File: config.mk
export PLATFORM = sky130hd
export DESIGN_NAME = apb_interconnect_flat
export DESIGN_NICKNAME = d
export VERILOG_FILES = /design/src/rtl/apb_interconnect_pkg.sv /design/src/rtl/apb_interconnect_if.sv /design/src/rtl/apb_interconnect_addr_decode.sv /design/src/rtl/apb_interconnect.sv /design/src/flat_wrapper.sv
export SDC_FILE = /design/constraint.sdc
export NUM_CORES = 1
export LEC_CHECK = 0
export BUFFER_PORTS_ARGS = -buffer_cell sky130_fd_sc_hd__buf_2
export CAP_MARGIN = 5
export CORE_MARGIN = 5
export CORE_UTILIZATION = 30
export CTS_BUF_LIST = sky130_fd_sc_hd__clkbuf_8
export DETAILED_ROUTE_END_ITERATION = 8
export GPL_TIMING_DRIVEN = 0
export MAX_ROUTING_LAYER = met4
export PLACE_DENSITY = 0.55
export SKIP_CTS_REPAIR_TIMING = 1
export SYNTH_ARGS = -nofsm -noshare
export SYNTH_HDL_FRONTEND = slang
export SYNTH_SLANG_ARGS = --single-unit
File: constraint.sdc
create_clock -name clk -period 4.8 [get_ports clk]
set_input_delay 0.96 -clock clk [delete_from_list [all_inputs] [get_ports clk]]
set_output_delay 0.96 -clock clk [all_outputs]
set_load 0.005 [all_outputs]
File: src/rtl/apb_interconnect_pkg.sv
// Shared types and constants for the APB interconnect: FSM state encoding,
// the error read-data pattern and a width helper for the timeout counter.
package apb_pkg;

    typedef enum logic [1:0] {
        ST_IDLE   = 2'd0,
        ST_SETUP  = 2'd1,
        ST_ACCESS = 2'd2,
        ST_RESP   = 2'd3
    } apb_state_t;

    localparam logic [31:0] APB_ERR_DATA = 32'hDEADBEEF;

    // Bits needed to hold 0..value-1; never narrower than one bit.
    function automatic int clog2(input int value);
        int w;
        w = 1;
        for (int i = 1; i < 31; i++) begin
            if ((1 << i) < value) begin
                w = i + 1;
            end
        end
        return w;
    endfunction

endpackage

File: src/rtl/apb_interconnect_if.sv
// Bus bundle for the APB interconnect: upstream master port plus the
// fanned-out downstream slave port. The slave modport is the bridge's view,
// the master modport is the view of the surrounding system (CPU + slaves).
interface apb_interconnect_if #(
    parameter int N = 4
);
    logic            up_psel;
    logic            up_penable;
    logic            up_pwrite;
    logic [31:0]     up_paddr;
    logic [31:0]     up_pwdata;
    logic            up_pready;
    logic [31:0]     up_prdata;
    logic            up_pslverr;

    logic [N-1:0]    down_psel_vec;
    logic            down_penable;
    logic            down_pwrite;
    logic [31:0]     down_paddr;
    logic [31:0]     down_pwdata;
    logic [N-1:0]    down_pready_vec;
    logic [N-1:0]    down_pslverr_vec;
    logic [N*32-1:0] down_prdata_vec;

    modport slave (
        input  up_psel, up_penable, up_pwrite, up_paddr, up_pwdata,
        output up_pready, up_prdata, up_pslverr,
        output down_psel_vec, down_penable, down_pwrite, down_paddr, down_pwdata,
        input  down_pready_vec, down_pslverr_vec, down_prdata_vec
    );

    modport master (
        output up_psel, up_penable, up_pwrite, up_paddr, up_pwdata,
        input  up_pready, up_prdata, up_pslverr,
        input  down_psel_vec, down_penable, down_pwrite, down_paddr, down_pwdata,
        output down_pready_vec, down_pslverr_vec, down_prdata_vec
    );
endinterface

File: src/rtl/apb_interconnect_addr_decode.sv
// Combinational slave decode: picks the slave index out of the address and
// flags whether that index names an existing slave.
module apb_addr_decode #(
    parameter int N       = 4,
    parameter int DEC_LSB = 16,
    parameter int DEC_W   = 2
) (
    input  logic [31:0]      addr,
    output logic [DEC_W-1:0] idx,
    output logic             valid
);
    // Bits outside the decode field are legitimately ignored here.
    logic unused_addr_bits;
    assign unused_addr_bits = ^addr;

    // Slice out the decode field and range-check it against N.
    always_comb begin
        idx   = addr[DEC_LSB +: DEC_W];
        valid = ({{(32-DEC_W){1'b0}}, idx} < 32'(N));
    end

endmodule

File: src/rtl/apb_interconnect.sv
// Registered APB 1-to-N bridge. Every bus-facing output comes straight from a
// flop, so no combinational path exists between the two sides.
// Optional feature: define APB_INTERCONNECT_TIMEOUT_EN to bound the ACCESS
// phase to TIMEOUT_CYCLES cycles; otherwise ACCESS waits forever.
//
// state  | meaning
// IDLE   | waiting for an upstream access phase (psel & penable)
// SETUP  | downstream psel asserted, penable low, one cycle
// ACCESS | downstream psel+penable, waiting for the selected slave's ready
// RESP   | one-cycle upstream response (pready, prdata, pslverr)
module apb_interconnect
    import apb_pkg::*;
#(
    parameter int N              = 4,
    parameter int DEC_LSB        = 16,
    parameter int DEC_W          = 2,
    parameter int TIMEOUT_CYCLES = 1024
) (
    input  logic              clk,
    input  logic              rst,
    apb_interconnect_if.slave bus
);

    apb_state_t       state_q, state_d;

    logic [DEC_W-1:0] dec_idx;
    logic             dec_valid;

    logic [N-1:0]     psel_q, psel_d;
    logic             penable_q, penable_d;
    logic             pwrite_q, pwrite_d;
    logic [31:0]      paddr_q, paddr_d;
    logic [31:0]      pwdata_q, pwdata_d;
    logic             pready_q, pready_d;
    logic [31:0]      prdata_q, prdata_d;
    logic             pslverr_q, pslverr_d;

    logic             sel_ready;
    logic             sel_err;
    logic [31:0]      sel_rdata;
    logic             timeout_hit;

    apb_addr_decode #(
        .N       (N),
        .DEC_LSB (DEC_LSB),
        .DEC_W   (DEC_W)
    ) u_dec (
        .addr  (bus.up_paddr),
        .idx   (dec_idx),
        .valid (dec_valid)
    );

    // Responses of the selected slave only; the registered one-hot select
    // masks out everything the unselected slaves drive.
    always_comb begin
        sel_ready = |(bus.down_pready_vec & psel_q);
        sel_err   = |(bus.down_pslverr_vec & psel_q);
        sel_rdata = '0;
        for (int i = 0; i < N; i++) begin
            if (psel_q[i]) begin
                sel_rdata = sel_rdata | bus.down_prdata_vec[i*32 +: 32];
            end
        end
    end

`ifdef APB_INTERCONNECT_TIMEOUT_EN
    localparam int CNT_W = clog2(TIMEOUT_CYCLES);

    logic [CNT_W-1:0] to_cnt_q;

    // Counts ACCESS cycles without ready; cleared while in SETUP so it starts
    // at zero on entry to ACCESS.
    always_ff @(posedge clk or posedge rst) begin
        if (rst) begin
            to_cnt_q <= '0;
        end else if (state_q == ST_SETUP) begin
            to_cnt_q <= '0;
        end else if (state_q == ST_ACCESS && !sel_ready && !timeout_hit) begin
            to_cnt_q <= to_cnt_q + CNT_W'(1);
        end
    end

    assign timeout_hit = (to_cnt_q == CNT_W'(TIMEOUT_CYCLES - 1));
`else
    // Keeps TIMEOUT_CYCLES referenced when the counter is compiled out.
    logic unused_timeout_cfg;
    assign unused_timeout_cfg = (TIMEOUT_CYCLES > 1);
    assign timeout_hit = 1'b0;
`endif

    // State register.
    always_ff @(posedge clk or posedge rst) begin
        if (rst) begin
            state_q <= ST_IDLE;
        end else begin
            state_q <= state_d;
        end
    end

    // Next-state logic. Upstream inputs are only looked at in IDLE, and RESP
    // always returns to IDLE, so the master samples pready before the FSM can
    // capture again.
    always_comb begin
        state_d = state_q;
        case (state_q)
            ST_IDLE: begin
                if (bus.up_psel && bus.up_penable) begin
                    state_d = dec_valid ? ST_SETUP : ST_RESP;
                end
            end
            ST_SETUP:  state_d = ST_ACCESS;
            ST_ACCESS: begin
                if (sel_ready || timeout_hit) begin
                    state_d = ST_RESP;
                end
            end
            ST_RESP:   state_d = ST_IDLE;
            default:   state_d = ST_IDLE;
        endcase
    end

    // Next values of the output flops, keyed on the transition being taken.
    always_comb begin
        psel_d    = psel_q;
        penable_d = penable_q;
        pwrite_d  = pwrite_q;
        paddr_d   = paddr_q;
        pwdata_d  = pwdata_q;
        pready_d  = 1'b0;
        prdata_d  = prdata_q;
        pslverr_d = pslverr_q;
        case (state_q)
            ST_IDLE: begin
                if (state_d != ST_IDLE) begin
                    paddr_d  = bus.up_paddr;
                    pwdata_d = bus.up_pwdata;
                    pwrite_d = bus.up_pwrite;
                    if (state_d == ST_SETUP) begin
                        for (int i = 0; i < N; i++) begin
                            psel_d[i] = (dec_idx == DEC_W'(i));
                        end
                        penable_d = 1'b0;
                    end else begin
                        pready_d  = 1'b1;
                        pslverr_d = 1'b1;
                        prdata_d  = APB_ERR_DATA;
                    end
                end
            end
            ST_SETUP: begin
                penable_d = 1'b1;
            end
            ST_ACCESS: begin
                if (state_d == ST_RESP) begin
                    psel_d    = '0;
                    penable_d = 1'b0;
                    pready_d  = 1'b1;
                    if (sel_ready) begin
                        prdata_d  = pwrite_q ? 32'h0 : sel_rdata;
                        pslverr_d = sel_err;
                    end else begin
                        prdata_d  = APB_ERR_DATA;
                        pslverr_d = 1'b1;
                    end
                end
            end
            default: begin
            end
        endcase
    end

    // Output flops.
    always_ff @(posedge clk or posedge rst) begin
        if (rst) begin
            psel_q    <= '0;
            penable_q <= 1'b0;
            pwrite_q  <= 1'b0;
            paddr_q   <= '0;
            pwdata_q  <= '0;
            pready_q  <= 1'b0;
            prdata_q  <= '0;
            pslverr_q <= 1'b0;
        end else begin
            psel_q    <= psel_d;
            penable_q <= penable_d;
            pwrite_q  <= pwrite_d;
            paddr_q   <= paddr_d;
            pwdata_q  <= pwdata_d;
            pready_q  <= pready_d;
            prdata_q  <= prdata_d;
            pslverr_q <= pslverr_d;
        end
    end

    assign bus.down_psel_vec = psel_q;
    assign bus.down_penable  = penable_q;
    assign bus.down_pwrite   = pwrite_q;
    assign bus.down_paddr    = paddr_q;
    assign bus.down_pwdata   = pwdata_q;
    assign bus.up_pready     = pready_q;
    assign bus.up_prdata     = prdata_q;
    assign bus.up_pslverr    = pslverr_q;

endmodule

File: src/flat_wrapper.sv
// flat-port wrapper written by rule: the top's interface ports become plain ports
module apb_interconnect_flat import apb_pkg::*;
#(
    parameter int N              = 4,
    parameter int DEC_LSB        = 16,
    parameter int DEC_W          = 2,
    parameter int TIMEOUT_CYCLES = 1024
)
  (clk, rst, bus_up_psel, bus_up_penable, bus_up_pwrite, bus_up_paddr, bus_up_pwdata, bus_up_pready, bus_up_prdata, bus_up_pslverr, bus_down_psel_vec, bus_down_penable, bus_down_pwrite, bus_down_paddr, bus_down_pwdata, bus_down_pready_vec, bus_down_pslverr_vec, bus_down_prdata_vec);
  apb_interconnect_if #(.N(N)) bus_i ();
  input  logic clk;
  input  logic rst;
  input wire logic [$bits(bus_i.up_psel)-1:0] bus_up_psel;
  input wire logic [$bits(bus_i.up_penable)-1:0] bus_up_penable;
  input wire logic [$bits(bus_i.up_pwrite)-1:0] bus_up_pwrite;
  input wire logic [$bits(bus_i.up_paddr)-1:0] bus_up_paddr;
  input wire logic [$bits(bus_i.up_pwdata)-1:0] bus_up_pwdata;
  output wire logic [$bits(bus_i.up_pready)-1:0] bus_up_pready;
  output wire logic [$bits(bus_i.up_prdata)-1:0] bus_up_prdata;
  output wire logic [$bits(bus_i.up_pslverr)-1:0] bus_up_pslverr;
  output wire logic [$bits(bus_i.down_psel_vec)-1:0] bus_down_psel_vec;
  output wire logic [$bits(bus_i.down_penable)-1:0] bus_down_penable;
  output wire logic [$bits(bus_i.down_pwrite)-1:0] bus_down_pwrite;
  output wire logic [$bits(bus_i.down_paddr)-1:0] bus_down_paddr;
  output wire logic [$bits(bus_i.down_pwdata)-1:0] bus_down_pwdata;
  input wire logic [$bits(bus_i.down_pready_vec)-1:0] bus_down_pready_vec;
  input wire logic [$bits(bus_i.down_pslverr_vec)-1:0] bus_down_pslverr_vec;
  input wire logic [$bits(bus_i.down_prdata_vec)-1:0] bus_down_prdata_vec;
  assign bus_i.up_psel = bus_up_psel;
  assign bus_i.up_penable = bus_up_penable;
  assign bus_i.up_pwrite = bus_up_pwrite;
  assign bus_i.up_paddr = bus_up_paddr;
  assign bus_i.up_pwdata = bus_up_pwdata;
  assign bus_up_pready = bus_i.up_pready;
  assign bus_up_prdata = bus_i.up_prdata;
  assign bus_up_pslverr = bus_i.up_pslverr;
  assign bus_down_psel_vec = bus_i.down_psel_vec;
  assign bus_down_penable = bus_i.down_penable;
  assign bus_down_pwrite = bus_i.down_pwrite;
  assign bus_down_paddr = bus_i.down_paddr;
  assign bus_down_pwdata = bus_i.down_pwdata;
  assign bus_i.down_pready_vec = bus_down_pready_vec;
  assign bus_i.down_pslverr_vec = bus_down_pslverr_vec;
  assign bus_i.down_prdata_vec = bus_down_prdata_vec;
  apb_interconnect #(.N(N), .DEC_LSB(DEC_LSB), .DEC_W(DEC_W), .TIMEOUT_CYCLES(TIMEOUT_CYCLES)) u_core (.clk(clk), .rst(rst), .bus(bus_i));
endmodule
==> results by group <==
Final layout
  • Area of the multi-input gates: 2320 µm²
  • Share of layout cells above drive strength 1: 0.661
  • Sequential cell area: 2650 µm²
  • # fillers: 1,696
  • Nets: 906
  • Area delta synth->final: 38.7%
  • Post-route cell area: 7270 µm²

Clocking
  • Sink Count: 106
  • Worst skew pair latency: 0.38 ns
  • H-tree levels: 3
  • CTS Buf Count: 9
  • Clk buf depth: 2
  • CTS tree: yes
  • Root buf cell: clkbuf_8
  • Clk pin slew, worst setup/hold paths: 0.11 ns

Timing
  • Max transition margin: 0.601
  • Period Utilization, post-route: 0.455
  • Clock period minus final worst setup slack: 2.18 ns
  • Final hold violations: 0
  • Setup Skew: 0.0109 ns
  • RSZ-0062 raised after global routing: no
  • Fmax achieved: 0.458 GHz
  • Pins Over Slew Limit: 0
  • Tightest Pin Transition: 0.599 ns
  • # setup viols final: 0
  • Final worst setup slack: 2.62 ns

Global route
  • Pin count of the biggest net entering global routing: 63
  • Vias in the first global route: 5,073
  • Total GRT Usage: 0.182
  • Initial antenna violation count: 1
  • Grt total ovfl: 0
  • First-pass GRT wire length: 27,700 µm

Job
  • MaxCap Viol Count: 0

Die
  • Core ar.: 17,200 µm²
  • Die Ht: 142 µm
  • I/O pin cnt: 309
  • Cell row count: 48
  • Chip Width: 142 µm
  • DIE AREA: 20,200 µm²
  • Starting Density: 0.304

Logic synthesis
  • Top cells by count, synth: dfrtp_1 (106), mux2_2 (73), a221oi_1 (32), a22o_1 (32), mux2_4 (30)
  • Post-synth EDFFs: 0
  • Cell Area, Synth: 5240 µm²
  • Cells after synthesis: 377
  • Netlist cell types: 34
  • Count leader, synth: dfrtp_1
  • Post-synth top area cell: dfrtp_1
  • Sequential element share of the synthesized area: 0.506
  • Net count after synthesis: 586
  • Avg Cell Area, Syn: 13.9 µm²
  • Top_reg_cell synth: dfrtp_1
  • Flop and latch count out of synthesis: 106
  • Yosys top cell area share: 0.506
  • Main area contributors after synthesis: dfrtp_1 (51%), mux2_2 (16%), mux2_4 (8.6%), a221oi_1 (5.3%), a22o_1 (5.3%)
  • Warnings from Yosys: 0
  • Ys async rst share: 1.00

Power and ir drop
  • Sw Share: 0.382
  • Leak: 3.57 nW
  • Flop pwr share: 0.316
  • Clk pwr share: 0.110
  • Logic pwr share: 0.574
  • P_sw: 1.81 mW
  • Peak ir drop on the vdd network: 0.000258 V
  • PwrDens: 654 nW/µm²
  • Int Pwr: 2.94 mW

Routing
  • Drc violations: 0
  • Iter 0 DRT Violations: 155
  • Drt total wl: 18,400 µm
  • Final ANT Viol Nets: 0
  • Vias per Instance: 4.97
  • Avg WL per Cell: 19.9 µm
  • DRT Pass-1 Iters: 4
  • DR vias: 4,614

Setup path
  • CP Data Arrival Time: 2.45 ns
  • Crit path launch type: flop
  • Setup Crit Path Kind: flop to flop
  • Worst Setup End Kind: flop
  • Req. time, crit path: 5.07 ns
  • Crit Path Max Fanout: 7

Place
  • Input/output buffers: 308
  • DP Wirelength: 14,900 µm
  • Placed Area: 7090 µm²
  • GPL Wtd Cong: 0.915
  • Pre-CTS setup slack: 2.27 ns

Hold path
  • Hold WC Path Type: flop to flop

Status
  • Status: finished, final reports clean
-- per-stage QoR --
| stage | utilization | std cells | TNS, ns | power, mW | hold WS (ns) |
|---|---|---|---|---|---|
| 2_1_floorplan | - | 377 | 0 | 3.31 | 0.489 |
| 3_3_place_gp | 0.410 | 910 | -22.76 | 4.20 | 0.475 |
| 3_5_place_dp | 0.412 | 911 | 0 | 4.29 | 0.487 |
| 4_1_cts | 0.422 | 927 | 0 | 4.83 | 0.512 |
| 5_1_grt | 0.422 | 928 | 0 | 5.10 | 0.529 |
| 6_report | 0.422 | 928 | 0 | 4.75 | 0.510 |
-- metal layers --
metal	track usage	wire length, µm
met2	0.292	9280
met3	0.0514	1360
met1	0.217	7270
met4	0.0662	522
met5	-	0
-- state kept, by name (all words and copies together), names as in the netlist --
| signal | cells |
|---|---|
| u_core.bus.down_paddr | 32 |
| u_core.bus.down_pwdata | 32 |
| u_core.bus.up_prdata | 32 |
| u_core.bus.down_psel_vec | 4 |
| u_core.state_q | 2 |
| u_core.bus.down_penable | 1 |
| u_core.bus.down_pwrite | 1 |
| u_core.bus.up_pready | 1 |
| u_core.bus.up_pslverr | 1 |
-- cell families after synthesis --
| kind of cell | Yosys count | synth area share |
|---|---|---|
| mux | 104 | 0.245 |
| compound gates | 103 | 0.163 |
| buf+inv | 38 | 0.0511 |
| simple gates | 22 | 0.0255 |
| flops | 106 | 0.506 |
| fa+ha+maj | 4 | 0.00955 |
-- cells in the final DEF, fill, tap and decap left out, drive strengths merged --
cell / instances
buf: 335
o31ai: 1
a221oi: 32
o2111ai: 1
o21ai: 26
a22o: 32
nand3: 4
clkinvlp: 1
a21oi: 1
dfrtp: 106
inv: 6
clkinv: 4
nor3b: 2
a211oi: 1
a22oi: 4
and3b: 2
nand2: 3
o211a: 1
clkbuf: 17
nor2: 1
ha: 4
a21bo: 1
a21boi: 1
diode: 1
o21a: 2
nor4b: 1
nor3: 9
mux2: 104
-- worst max-delay path, cell delays in order, from the launching register on --
cell and delay, ns:
dfrtp_1 0.50, inv_1 0.10, ha_1 0.48, mux2_2 0.38, a211oi_2 0.19, o31ai_1 0.10, mux2_1 0.32
-- final timing paths --
kind / start / endpoint / slack (ns) / cells after the start
worst max register to register: u_core.state_q[0] / u_core.bus.down_penable / 2.62 / 6
worst min-delay path: u_core.bus.down_paddr[14] / u_core.bus.down_paddr[14] / 0.51 / 1
max in group asynchronous: rst / u_core.bus.up_prdata[12] / 3.43 / 3
worst min register to register: u_core.bus.down_paddr[14] / u_core.bus.down_paddr[14] / 0.51 / 1
min in group asynchronous: rst / u_core.bus.down_pwdata[3] / 0.66 / 2
worst max-delay path: u_core.state_q[0] / u_core.bus.down_penable / 2.62 / 6
-- area by class of cell --
type	instances	area share
inverter	4	0.00241
timing repair buffer	309	0.216
multi-input combinational	233	0.319
clock inverter	7	0.00705
sequential	106	0.365
clock buffer	9	0.0170
antenna	1	0.000344
tap	225	0.0387
buffer	34	0.0348
-- power by group through the flow --
stage               sequential [mW]  clock, mW  combinational (mW)
finish                         1.50      0.521                2.73
global route                   1.55      0.586                2.96
CTS                            1.51      0.552                2.77
detailed placement             1.52          0                2.76
global placement               1.50          0                2.70
floorplan                      1.54          0                1.77
Power figures use the tool's default switching activity.
